File: src/rtl/div_unit.sv
// div_unit: multi-cycle radix-2 restoring divider for DIV/DIVU in the EX stage
// Returns the remainder on hi_out and the quotient on lo_out, and stalls IF..EX while a divide runs.
// Ports:
//   clk, resetn              clock (rising edge), asynchronous active-low reset
//   alucontrol[7:0]          EX op code; EXE_DIV_OP / EXE_DIVU_OP start a divide
//   srca, srcb [WIDTH-1:0]   dividend (rs), divisor (rt); sampled only when a divide starts
//   flush                    annuls the EX instruction; aborts a running divide
//   div_stall                hold IF..EX (combinational)
//   div_valid                1-cycle pulse: hi_out/lo_out hold a new result
//   hi_out, lo_out           remainder, quotient; held between completions
// Optional feature macro: DIV_ZERO_FAST_EN
//   When it is defined, a zero divisor skips the iterations and goes straight to DONE.
`ifndef EXE_DIV_OP
`define EXE_DIV_OP 8'b00011010
`endif
`ifndef EXE_DIVU_OP
`define EXE_DIVU_OP 8'b00011011
`endif
module div_unit #(
  parameter int WIDTH = 32
) (
  input  logic             clk,
  input  logic             resetn,
  input  logic [7:0]       alucontrol,
  input  logic [WIDTH-1:0] srca,
  input  logic [WIDTH-1:0] srcb,
  input  logic             flush,
  output logic             div_stall,
  output logic             div_valid,
  output logic [WIDTH-1:0] hi_out,
  output logic [WIDTH-1:0] lo_out
);
  localparam int CW = $clog2(WIDTH);
  typedef enum logic [1:0] {IDLE, BUSY, DONE} state_t;
  state_t r_state, w_next;
  logic [WIDTH-1:0] r_rem, r_quo, r_den;
  logic [CW-1:0]    r_cnt;
  logic             r_neg_q, r_neg_r;
  logic             w_is_div, w_start, w_last, w_zero_fast;
  logic [WIDTH:0]   w_trial, w_diff;
  logic [WIDTH-1:0] w_rem_nxt, w_quo_nxt;
  assign w_is_div = alucontrol == `EXE_DIV_OP;
  assign w_start  = (w_is_div || alucontrol == `EXE_DIVU_OP) && !flush;
  assign w_last   = r_cnt == CW'(WIDTH - 1);
`ifdef DIV_ZERO_FAST_EN
  assign w_zero_fast = srcb == '0;
`else
  assign w_zero_fast = 1'b0;
`endif
  // Shift the next dividend bit into the partial remainder; a non-negative trial difference
  // means the divisor fits, so keep the difference and emit a 1 quotient bit.
  assign w_trial   = {r_rem, r_quo[WIDTH-1]};
  assign w_diff    = w_trial - {1'b0, r_den};
  assign w_rem_nxt = w_diff[WIDTH] ? w_trial[WIDTH-1:0] : w_diff[WIDTH-1:0];
  assign w_quo_nxt = {r_quo[WIDTH-2:0], ~w_diff[WIDTH]};
  always_ff @(posedge clk or negedge resetn)
    if (!resetn) r_state <= IDLE;
    else         r_state <= w_next;
  always_comb begin
    w_next = r_state;
    case (r_state)
      IDLE:    w_next = w_start ? (w_zero_fast ? DONE : BUSY) : IDLE;
      BUSY:    w_next = flush ? IDLE : (w_last ? DONE : BUSY);
      default: w_next = IDLE;
    endcase
  end
  assign div_stall = resetn && ((r_state == IDLE && w_start) || r_state == BUSY);
  // A flush in DONE annuls the divide, so its completion pulse is suppressed too.
  assign div_valid = r_state == DONE && !flush;
  always_ff @(posedge clk or negedge resetn) begin
    if (!resetn) begin
      r_rem   <= '0;
      r_quo   <= '0;
      r_den   <= '0;
      r_cnt   <= '0;
      r_neg_q <= 1'b0;
      r_neg_r <= 1'b0;
      hi_out  <= '0;
      lo_out  <= '0;
    end else if (r_state == IDLE && w_start) begin
      // Magnitudes only for DIV; the signs are reapplied when the result is written.
      r_quo   <= (w_is_div && srca[WIDTH-1]) ? -srca : srca;
      r_den   <= (w_is_div && srcb[WIDTH-1]) ? -srcb : srcb;
      r_neg_q <= w_is_div && (srca[WIDTH-1] ^ srcb[WIDTH-1]);
      r_neg_r <= w_is_div && srca[WIDTH-1];
      r_rem   <= '0;
      r_cnt   <= '0;
      // Fast zero-divisor path reproduces what the full iteration would produce.
      if (w_zero_fast) begin
        hi_out <= srca;
        lo_out <= (w_is_div && srca[WIDTH-1]) ? WIDTH'(1) : '1;
      end
    end else if (r_state == BUSY && !flush) begin
      r_rem <= w_rem_nxt;
      r_quo <= w_quo_nxt;
      r_cnt <= r_cnt + CW'(1);
      if (w_last) begin
        hi_out <= r_neg_r ? -w_rem_nxt : w_rem_nxt;
        lo_out <= r_neg_q ? -w_quo_nxt : w_quo_nxt;
      end
    end
  end
endmodule
File: config.mk
export PLATFORM = sky130hd
export DESIGN_NAME = div_unit
export DESIGN_NICKNAME = d
export VERILOG_FILES = /design/src/rtl/div_unit.sv
export SDC_FILE = /design/constraint.sdc
export NUM_CORES = 1
export LEC_CHECK = 0
export ABC_AREA = 1
export CORE_AREA = 2 2 168 170
export CTS_BUF_LIST = sky130_fd_sc_hd__clkbuf_8 sky130_fd_sc_hd__clkbuf_16
export CTS_CLUSTER_SIZE = 8
export DETAILED_ROUTE_END_ITERATION = 6
export DIE_AREA = 0 0 170 172
export HOLD_SLACK_MARGIN = 0.03
export PLACE_DENSITY = 0.71
export SLEW_MARGIN = 20
export SYNTH_ARGS = -nofsm -noshare
export SYNTH_HDL_FRONTEND = slang
export SYNTH_SLANG_ARGS = --single-unit
File: constraint.sdc
create_clock -name clk -period 10.7 [get_ports clk]
set_clock_uncertainty 0.15 [all_clocks]
set_input_delay 1.07 -clock clk [delete_from_list [all_inputs] [get_ports clk]]
set_output_delay 1.07 -clock clk [all_outputs]
set_load 0.02 [all_outputs]
### Word-level counts from Yosys, hierarchy flattened

Cells that the tools add are included.

* add/subtract/negate cells: 6
* multiply operators: 0
* divide/modulo/power cells: 0
* order comparisons: 0
* equality and inequality tests: 5
* shifts and indexed selects: 0
* muxes and demuxes: 15
* bitwise operators: 3
* reduce and logical (&&, ||, !) cells: 14

Operator list (count)
* 2-to-1 mux 32 bit: 9
* negation 32 bit: 4
* subtractor 33 x 32 -> 33 bit: 1
* == test 8 x 5 -> 1 bit (second input constant): 2
* 2-to-1 mux 5 bit: 2
* logical AND 1 bit: 8
* adder 5 x 1 -> 5 bit (second input constant): 1
* == test 5 bit (second input constant): 1
* 2-to-1 mux 2 bit: 2
* case mux 2 bit (2 select lines): 1
* AND reduction 3 bit: 1
* == test 2 x 1 -> 1 bit (second input constant): 1
* == test 2 bit (second input constant): 1
* zero test 2 bit: 1
* logical OR 1 bit: 2
* inverter 1 bit: 2
* nonzero test 2 bit: 1
* zero test 1 bit: 1
* 2-to-1 mux 1 bit: 1
* XOR 1 bit: 1

* bits in registers: 169
* bits in latches: 0
* RAM bits: 0
* ROM bits: 0
* input bits: 75
* output and inout port bits: 66
* logic and storage cells: 52
* memories: 0

### Depth between registers and ports, before layout

* depth in word-level cells: 6
* mapped depth: 27
* depth with buffers taken out: 26

### Worst setup path before layout

Ideal clock, no wire load.

* path type: reg2reg
* start point: register r_quo[31]
* end point: register lo_out[30]
* arrival time: 3.519 ns
* path slack: 6.948 ns
* cell stages (with the launch flop): 27
* period minus slack after synthesis: 3.752 ns
* path through: dfrtp_1 -> inv_1 -> ha_1 -> fa_1 -> inv_1 -> nand2_1 -> nand2_1 -> nand3_1 -> nand2_2 -> nand2_2 -> nand2_4 -> nand2_4 -> nand2_4 -> nand2_4 -> nand2_8 -> buf_6 -> buf_6 -> ha_1 -> nand4_1 -> nor3_1 -> nand3_1 -> nand2_1 -> o21ai_1 -> a21oi_1 -> o21ai_0 -> xor2_1 -> o21ai_0

* word-level cells in the longest chain between the ends: 4

Ends and longest elaborated chain
* start, declared: RTL line 36 `logic [WIDTH-1:0] r_rem, r_quo, r_den;`
* start signal, assigned: RTL line 82 `r_quo <= (w_is_div && srca[WIDTH-1]) ? -srca : srca;`
* start signal, assigned: RTL line 95 `r_quo <= w_quo_nxt;`
* subtractor 33 x 32 -> 33 bit: RTL line 53 `assign w_diff = w_trial - {1'b0, r_den};`
* inverter 1 bit: RTL line 55 `assign w_quo_nxt = {r_quo[WIDTH-2:0], ~w_diff[WIDTH]};`
* negation 32 bit: RTL line 99 `lo_out <= r_neg_q ? -w_quo_nxt : w_quo_nxt;`
* 2-to-1 mux 32 bit: RTL line 99
* end signal, assigned: RTL line 91 `lo_out <= (w_is_div && srca[WIDTH-1]) ? WIDTH'(1) : '1;`
* end signal, assigned: RTL line 99
* end, declared: RTL line 31 `output logic [WIDTH-1:0] lo_out`

Every way passes these cells.
A chain may end at the register's enable or synchronous reset.

### Final worst setup path

* start point: register r_den[0]
* end point: register lo_out[30]

* word-level cells in the longest chain between the ends: 4

Ends and longest elaborated chain
* start, declared: RTL line 36
* start signal, assigned: RTL line 83 `r_den <= (w_is_div && srcb[WIDTH-1]) ? -srcb : srcb;`
* subtractor 33 x 32 -> 33 bit: RTL line 53
* inverter 1 bit: RTL line 55
* negation 32 bit: RTL line 99
* 2-to-1 mux 32 bit: RTL line 99

Every way passes these cells.

==> metrics.md <==
| Metric | Value |
|---|---|
| Yosys top cell area share | `33.3%` |
| Largest net degree at the start of global routing | `106` |
| Unique cell type count in the Yosys netlist | `just over 50` |
| Setup bufs post-CTS | `0` |
| GRT busiest layer | `met2` |
| Clock Tree Buf Depth | `2` |
| ANT cells | `0` |
| Max Fclk | `231 MHz` |
| Worst-Margin Slew | `0.995 ns` |
| Placement Cell Area | `~14000 sq um` |
| DR iter-0 viols | `1091` |
| Tot GR Track Use | `between 20% and 30%` |
| Synthesized area | `around 13000 sq um` |
| CP Launch Type | `register` |
| Pint | `between 1.5 and 2 mW` |
| CTS tree | `built` |
| Clock power frac | `a little under 20%` |
| Syn_area_per_cell | `6.80 sq um` |
| Die ar. | `approximately 30000 sq um` |
| Status | `finished, final reports clean` |
| Post_cts resized | `0` |
| Vias per cell | `5.32` |
| Dpl hpwl | `between 30000 and 40000 um` |
| First-pass GRT wire length | `62100 um` |
| Final worst path period need | `roughly 4.3 ns` |
| Combinational power share | `between 50 and 60%` |
| Synth Warn # | `0` |
| Final Cell Area | `~15000 sq um` |
| Fin. Hold Viols | `0` |
| Grt met1 use | `35.8%` |
| Placer Congestion | `about 0.94` |
| IO Pins | `~140` |
| DR pass1 iterations | `6` |
| Sequential area share after synthesis | `between 30% and 40%` |
| Tightest Hold Check Type | `register to register` |
| VDD IR max | `around 170 uV` |
| Met3 GRT Util | `approximately 2.7%` |
| WL per Instance | `between 15 and 20 um` |
| Via count of the routed design | `about 12000` |
| Area leader, netlist | `dfrtp_1` |
| Num rows | `61` |
| Clock Latency Late Sink | `between 0.4 and 0.5 ns` |
| Most frequent cells in the layout | `nand2_1, inv_1, dfrtp_1, nor2_1, clkdlybuf4s50_1` |
| Die X | `roughly 170 um` |
| Grt ovf | `0` |
| Fraction of layout cells with a size suffix above 1 | `between 5 and 6%` |
| Total wire length | `around 38000 um` |
| Slew HR | `between 30% and 40%` |
| Die height | `around 170 um` |
| Final setup fails | `0` |
| Top cells by area, synth | `dfrtp_1, nand2_1, inv_1` |
| Main flop type after synthesis | `dfrtp_1` |
| H-tree depth | `4` |
| Number of synthesized flops with an enable pin | `0` |
| Starting Density | `46.3%` |
| RSZ-0062 raised after global routing | `no` |
| Worst-path clk slew | `0.07 ns` |
| Vias in the first global route | `~12000` |
| Clock Sinks | `around 170` |
| CTS hold repair buffers | `0` |
| Share of power burned in registers | `26.8%` |
| Syn-to-layout area delta | `17.5%` |
| Synthesis-stage register bit count | `169` |
| Kind of critical path | `register to register` |
| Residual DRC | `0` |
| Final nets | `~2100` |
| Syn nets | `approximately 2000` |
| FFs w/ async S/R, synth | `100%` |
| CTS Root Cell | `clkbuf_16` |
| Max-cap violations | `0` |
| M2 GR Usage | `45.4%` |
| Slew Limit Fails | `0` |
| Crit. End Element | `register` |
| Number of port buffers | `between 100 and 150` |
| Core area | `between 20000 and 30000 sq um` |
| CTS Buf Count | `17` |
| Worst EP required | `between 10 and 15 ns` |
| Setup TNS | `0 ns` |
| Power per cell area | `~210 nW/um^2` |
| Antenna Nets Post-Route | `0` |
| Fill cells | `roughly 2700` |
| Static Leak | `7.36 nW` |
| Period utilization | `roughly 40%` |
| Critical path arrival | `approximately 4.5 ns` |
| Cells after Synth | `approximately 1900` |
| Initial antenna violation count | `0` |
| Largest fanout on the critical path | `46` |
| NetSw | `~1.5 mW` |
| Sw Share | `between 40% and 50%` |
| Commonest non-fill, non-tap cell in the layout | `nand2_1` |
-- path summary, 6_finish.rpt --
path	startpoint	endpoint	slack, ns	cells after the start
worst max register to register	r_den[0]$_DFFE_PN0P_	lo_out[30]$_DFFE_PN0P_	6.38	23
worst max-delay path	r_den[0]$_DFFE_PN0P_	lo_out[30]$_DFFE_PN0P_	6.38	23
min in group asynchronous	resetn	r_rem[14]$_DFFE_PN0P_	0.53	1
max in group asynchronous	resetn	r_rem[31]$_DFFE_PN0P_	8.67	2
worst min register to register	hi_out[18]$_DFFE_PN0P_	hi_out[18]$_DFFE_PN0P_	0.33	2
worst min-delay path	hi_out[18]$_DFFE_PN0P_	hi_out[18]$_DFFE_PN0P_	0.33	2
-- layout make-up --
type | count | area (sq um) | area share [%]
Tap cell | 346 | 433 | 2.90
Clock inverter | 13 | 119 | 0.796
Sequential cell | 169 | 4230 | 28.3
Timing Repair Buffer | 151 | 1490 | 9.94
Multi-Input combinational cell | 1385 | 7250 | 48.5
Clock buffer | 18 | 439 | 2.94
Inverter | 263 | 987 | 6.61
-- critical path: stages, from the launching register on --
cell,delay [ns]
dfrtp_1,0.39
ha_1,0.21
fa_1,0.41
inv_1,0.11
nand2_1,0.06
nand2_1,0.08
nand3_1,0.08
nand2_2,0.11
nand2_2,0.07
nand2_4,0.08
nand2_4,0.08
nand2_4,0.09
nand2_4,0.09
nand2_8,0.27
ha_1,0.24
nand4_1,0.13
nor3_1,0.47
nand3_1,0.22
nand2_1,0.15
o21ai_1,0.12
a21oi_1,0.20
o21ai_0,0.14
xor2_1,0.15
o21ai_0,0.08
-- registers in the layout, indices dropped and copies added (netlist names) --
name and cells:
r_state 2, r_neg_q 1, r_neg_r 1, hi_out 32
r_cnt 5, r_den 32, r_rem 32, lo_out 32
r_quo 32
-- cells by family after synthesis --
logic type	count (synthesis)	share of synthesized area, %
AOI/OAI and AO/OA	271	12.9
xor gates and xnor gates	109	7.51
adders and majority gates	39	3.90
buffers and inverters	317	9.75
DFF	169	33.3
and+or+nand+nor	966	32.7
-- synth_stat cells (3+ instances only) --
master      n
o211ai_1    5
a31oi_1     5
nand3_1   107
or2_2       6
o21ai_0   110
o22ai_1    31
ha_1       38
o31ai_1     6
a21oi_1    47
o221ai_1   27
nand2_4     5
o21bai_1    9
nor3_1     38
buf_2       4
o21ai_1     9
a21o_1      3
nand3b_1    3
inv_1     256
xnor2_1    30
nor2_2      7
clkinv_1    5
nor4_1     12
buf_1       3
nor2_1    161
nand2_1   564
clkbuf_1   41
a21oi_2     4
o21ai_2     7
nand4_1    22
nand2_2    29
dfrtp_1   169
xor2_1     79
-- metrics by stage --
step / cells / worst slack [ns] / hold slack (ns) / power (mW) / utilization [%]
after floorplan: 1871 / 6.95 / 0.303 / 2.04 / -
after global placement: 2314 / 6.24 / 0.312 / 2.47 / 52.3
after detailed placement: 2314 / 6.09 / 0.315 / 2.49 / 52.3
after CTS: 2345 / 6.36 / 0.334 / 3.10 / 54.4
after global routing: 2345 / 5.88 / 0.355 / 3.35 / 54.4
final: 2345 / 6.38 / 0.329 / 3.11 / 54.4
-- metal layers --
metal | share of wire [%] | vias to the layer above
li1 | - | 6262
met1 | 45 | 5760
met2 | 47 | 377
met3 | 4.7 | 75
met4 | 3.3 | 0
met5 | 0 | -
-- power by group through the flow --
stage | Combinational (mW) | Sequential [mW] | Clock (mW)
after global placement | 1.63 | 0.840 | 0
after CTS | 1.65 | 0.831 | 0.611
after global routing | 1.87 | 0.841 | 0.638
after floorplan | 1.23 | 0.810 | 0
final | 1.67 | 0.833 | 0.606
after detailed placement | 1.64 | 0.842 | 0
No activity file was read; power rests on OpenSTA's default activity.
